## config.mk

```make
export PLATFORM = sky130hd
export DESIGN_NAME = lut_m_ram
export DESIGN_NICKNAME = d
export VERILOG_FILES = /design/src/rtl/lut_m_ram.sv
export SDC_FILE = /design/constraint.sdc
export NUM_CORES = 1
export LEC_CHECK = 0
export ABC_AREA = 1
export CORE_MARGIN = 3
export CORE_UTILIZATION = 50
export CTS_BUF_LIST = sky130_fd_sc_hd__clkbuf_4 sky130_fd_sc_hd__clkbuf_8 sky130_fd_sc_hd__clkbuf_16
export DETAILED_ROUTE_END_ITERATION = 10
export GPL_TIMING_DRIVEN = 0
export PLACE_DENSITY_LB_ADDON = 0.2
export SLEW_MARGIN = 20
export SYNTH_ARGS = -nofsm -noshare
export SYNTH_HDL_FRONTEND = slang
export SYNTH_SLANG_ARGS = --single-unit
export TNS_END_PERCENT = 20
```

## constraint.sdc

```tcl
create_clock -name cclk -period 3.4 [get_ports cclk]
set_input_delay 0.85 -clock cclk [delete_from_list [all_inputs] [get_ports cclk]]
set_output_delay 0.85 -clock cclk [all_outputs]
set_load 0.01 [all_outputs]
```

## src/rtl/lut_m_ram.sv

```systemverilog
// lut_m_ram: M-slice memory LUT, chunked config chain, ROM/RAM/SRL/FRAC write modes.
// Define LUT_M_OUT_REG_EN to register out/out2 (1-cycle read latency).
module lut_m_ram #(
  parameter int INPUTS = 4,
  parameter int MEM_SIZE = 2**INPUTS,
  parameter int CONFIG_WIDTH = 4
) (
  input  logic                    cclk,
  input  logic                    rst_n,
  input  logic [INPUTS-1:0]       addr,
  output logic                    out,
  output logic                    out2,
  input  logic [INPUTS-1:0]       waddr,
  input  logic                    data_in,
  input  logic                    write_en,
  input  logic [1:0]              mode,
  input  logic                    cen,
  input  logic [CONFIG_WIDTH-1:0] config_in,
  output logic [CONFIG_WIDTH-1:0] config_out,
  output logic                    cfg_done
);
  localparam int NCH = MEM_SIZE / CONFIG_WIDTH;
  localparam int CW = $clog2(NCH + 1);
  localparam logic [CW-1:0] NCH_V = CW'(NCH);
  logic [MEM_SIZE-1:0] mem;
  logic [CW-1:0] cfg_cnt;
  logic [INPUTS-2:0] lo;
  logic frac, out_c, out2_c;
  always_ff @(posedge cclk or negedge rst_n)
    if (!rst_n) begin
      mem <= '0;
      cfg_cnt <= '0;
    end else if (cen) begin
      mem <= {config_in, mem[MEM_SIZE-1:CONFIG_WIDTH]};
      cfg_cnt <= (cfg_cnt == NCH_V) ? cfg_cnt : cfg_cnt + 1'b1;
    end else if (write_en && mode == 2'b10) mem <= {mem[MEM_SIZE-2:0], data_in};
    else if (write_en && mode[0]) mem[waddr] <= data_in;
  assign cfg_done = cfg_cnt == NCH_V;
  assign config_out = mem[CONFIG_WIDTH-1:0];
  // FRAC splits the table into two halves sharing the low address bits
  assign lo = addr[INPUTS-2:0];
  assign frac = mode == 2'b11;
  assign out_c = frac ? mem[{1'b0, lo}] : mem[addr];
  assign out2_c = frac & mem[{1'b1, lo}];
`ifdef LUT_M_OUT_REG_EN
  logic out_q, out2_q;
  always_ff @(posedge cclk or negedge rst_n)
    if (!rst_n) begin
      out_q <= 1'b0;
      out2_q <= 1'b0;
    end else begin
      out_q <= out_c;
      out2_q <= out2_c;
    end
  assign out = out_q;
  assign out2 = out2_q;
`else
  assign out = out_c;
  assign out2 = out2_c;
`endif
endmodule
```

==> summary by stage, run 1 <==
Run status
The flow ran to the end, and the final reports show no timing, DRC or antenna violations.

Placement
The cell area reported after detailed placement is 1910 sq um. The pre-CTS setup slack is 0.183 ns. The number of placed cells counting well taps is 340.

Routability-driven placement finished with a final weighted congestion of 0.886. Port buffering added 23 buffers. The sum of net half-perimeters after detailed placement is 3.09 mm.

CTS
At the later pin of the worst-skew pair, clock insertion delay measures 0.31 ns. In this run the post-CTS setup repair buffer count came out at 0. The maximum root-to-sink buffer count is 2.

The buffer cell driving the clock tree root is sky130_fd_sc_hd__clkbuf_4. TritonCTS built the clock tree. Hold repair after CTS inserted 0 buffers. For this design, the sink count on the clock tree is 19. In this run the number of H-tree levels came out at 1. The number of gates resized after CTS was 0. Clock-pin slew was measured on the worst setup and hold paths at 0.11 ns. The clock buffer count from CTS is 3.

Finish
Relative to the synthesized area, the layout overhead comes to 19.2%. The non-filler instance count after layout is 344. In the layout the commonest cells are sky130_fd_sc_hd__nand2_1 (116), sky130_fd_sc_hd__nand3_1 (60), sky130_fd_sc_hd__inv_1 (26). For this run, the post-layout net count is 322. Of the cells placed in the final design, the portion with a size suffix greater than 1 is 0.0967. The commonest non-fill, non-tap cell in the layout is sky130_fd_sc_hd__nand2_1. The final cell area excluding filler cells is 1940 sq um. The number of antenna diodes in the final layout is 0.

Worst setup path
For the worst setup path, the data required time is 2.55 ns. The data arrival time of the critical path is 2.38 ns. In this run the worst path has a maximum fanout of 5. The startpoint kind of the worst setup timing path is an input pin. The endpoint type of the worst setup path is a primary output. The critical path is of the in -> out type.

Floorplan
The y dimension of the die is 63.1 um. Row generation in the floorplan step produced 20 rows. The I/O pin count is 26. The initial utilization of the core area, before any placement, comes to 0.529. The placeable core area is 3080 sq um.

The floorplan die area is 3980 sq um. In this run the horizontal extent of the chip is 63.1 um.

Global route
The total congestion overflow is 0. The pin count of the biggest net entering global routing is 20. For this run, the total global-route usage over all layers was measured as 0.221. The global-route wire length before repair is 7.18 mm.

The initial antenna violation count came to 0. The via count of the first global-routing pass came to 1582.

Timing
Hold is met by 0.491 ns. The final number of max-transition violations is 0. At the pin with the least slew margin, the transition time is 0.910 ns.

Setup repair after global routing left no endpoint under its margin. The final setup skew is 0.00273 ns. The number of hold-slack violations in the final timing report is 0. The final count of negative-setup-slack endpoints is 0. Of the available clock period, the critical path in the final layout requires 0.949. The worst-case setup margin in the final layout is 0.174 ns. Based on the critical path, the design can be clocked at up to 0.310 GHz. The worst relative slew slack is 0.392. The final setup TNS is 0 ns.

The minimum clock period is 3.23 ns.

Run
The count of max-cap constraint violations is 0.

Power
For this design the static power due to leakage is 0.998 nW. The share of total power dissipated in sequential elements is 0.451. Of the total power, the clock network draws 0.177. The switching component of the power is 0.000251 W. The internal power of the cells totals 0.000432 W. In this run the power density over the cells is 352 nW/um^2. Of the total power, the share spent switching nets is 0.367. Across the VDD grid, the largest voltage drop is 0.300 mV. Of the total power, combinational logic draws 0.371.

Logic synthesis
By area the synthesized netlist is led by sky130_fd_sc_hd__dfrtp_1 (29%), sky130_fd_sc_hd__nand2_1 (27%), sky130_fd_sc_hd__nand3_1 (18%). The share of synthesized area in the top cell type comes to 0.292. The dominant cell type by area after synthesis is sky130_fd_sc_hd__dfrtp_1. In this run, synthesis produced a sequential element count of 19. For this run, the register share of the synthesized area comes to 0.292.

Synthesis handed over a netlist of 273 instances. The number of synthesis warnings is 0. The number of nets produced by synthesis is 294. In this run the mean area of a mapped cell was 5.96 sq um. The synthesized netlist contains 18 unique library cells.

The mapped netlist covers 1630 sq um.

Routing
After detailed routing, the average wire length per cell comes to 12.2 um. The remaining antenna violation count after routing is 0. Wires add up to 4.21 mm. In this run, the number of DRC markers left after iteration 0 of detailed routing was 102. The remaining routing DRC violations is 0. The count of vias placed by the detailed router is 1765. The detailed-route vias per instance is 5.13. For this run, the detailed router's first-pass iteration total came to 5.

Worst hold path
The worst min-delay path category is reg -> reg.
registers in the layout (all words and copies together), names as in the netlist:
register,cells
cfg_cnt,3
mem,16
worst max-delay path, stage by stage:
cell                              delay, ns
sky130_fd_sc_hd__clkdlybuf4s50_1       0.49
sky130_fd_sc_hd__inv_1                 0.15
sky130_fd_sc_hd__nand3_1               0.09
sky130_fd_sc_hd__nand3_1               0.07
sky130_fd_sc_hd__nand2_1               0.07
sky130_fd_sc_hd__nand2_1               0.06
sky130_fd_sc_hd__nand2_1               0.04
sky130_fd_sc_hd__inv_1                 0.04
sky130_fd_sc_hd__clkdlybuf4s50_1       0.52
layout make-up:
cell class | count | area, sq um
buffer | 14 | 106
clock buffer | 3 | 22.5
inverter | 27 | 101
clock inverter | 1 | 5.00
timing repair buffer | 23 | 230
sequential | 19 | 475
multi-input combinational | 213 | 945
tap | 44 | 55.1
fill | 327 | 1140
stage by stage:
step           utilization  total power [W]
6_report             0.630         0.000683
5_1_grt              0.630         0.000739
4_1_cts              0.630         0.000686
3_3_place_gp         0.622         0.000561
2_1_floorplan            -         0.000467
3_5_place_dp         0.622         0.000564
logic make-up after synthesis:
family,count (synthesis),share of synthesized area
XOR/XNOR,2,0.0108
adder cells (fa/ha/maj),2,0.0154
AO/OA/AOI/OAI,4,0.0138
buffers and inverters,41,0.128
AND/OR/NAND/NOR,205,0.540
flip-flops,19,0.292
metal layers:
metal | vias up | share of wire | track usage
met5 | - | 0 | 0
li1 | 904 | - | -
met1 | 781 | 0.45 | 0.307
met4 | 0 | 0.014 | 0.0579
met2 | 72 | 0.45 | 0.352
met3 | 8 | 0.083 | 0.0410
power groups by stage:
stage | clock, W | sequential [W] | combinational, W
2_1_floorplan | 0 | 0.000299 | 0.000168
3_3_place_gp | 0 | 0.000312 | 0.000249
3_5_place_dp | 0 | 0.000312 | 0.000252
4_1_cts | 0.000124 | 0.000308 | 0.000254
5_1_grt | 0.000132 | 0.000315 | 0.000292
6_report | 0.000121 | 0.000308 | 0.000254
worst paths after layout:
| kind | startpoint | endpoint | slack, ns | cells after the start |
|---|---|---|---|---|
| worst max-delay path | addr[1] | out | 0.17 | 9 |
| worst min-delay path | cfg_cnt[2]$_DFFE_PN0P_ | cfg_cnt[2]$_DFFE_PN0P_ | 0.49 | 1 |
| worst max register to register | cfg_cnt[0]$_DFFE_PN0P_ | cfg_cnt[2]$_DFFE_PN0P_ | 2.09 | 7 |
| worst min register to register | cfg_cnt[2]$_DFFE_PN0P_ | cfg_cnt[2]$_DFFE_PN0P_ | 0.49 | 1 |
| max in group asynchronous | rst_n | cfg_cnt[2]$_DFFE_PN0P_ | 1.80 | 1 |
| min in group asynchronous | rst_n | mem[13]$_DFFE_PN0P_ | 1.04 | 1 |
Yosys cell counts (all sizes together):
library cell and count:
inv 27, xor2 1, nand3 60, buf 14, dfrtp 19, nor2 22
o211ai 1, xnor2 1, or2 7, nand2 116, ha 2, o21ai 3
Note: power is estimated with default switching activity, not from simulation.
==> run 2: changes to the inputs <==
- HOLD_SLACK_MARGIN: not set -> 0.08
==> results of run 2 <==
Same layout as run 1: the final DEF is identical, and so are final timing and power.
==> run 3: changes to the inputs <==
- SKIP_CTS_REPAIR_TIMING: not set -> 1
==> results of run 3 <==
Same layout as run 1: the final DEF is identical, and so are final timing and power.
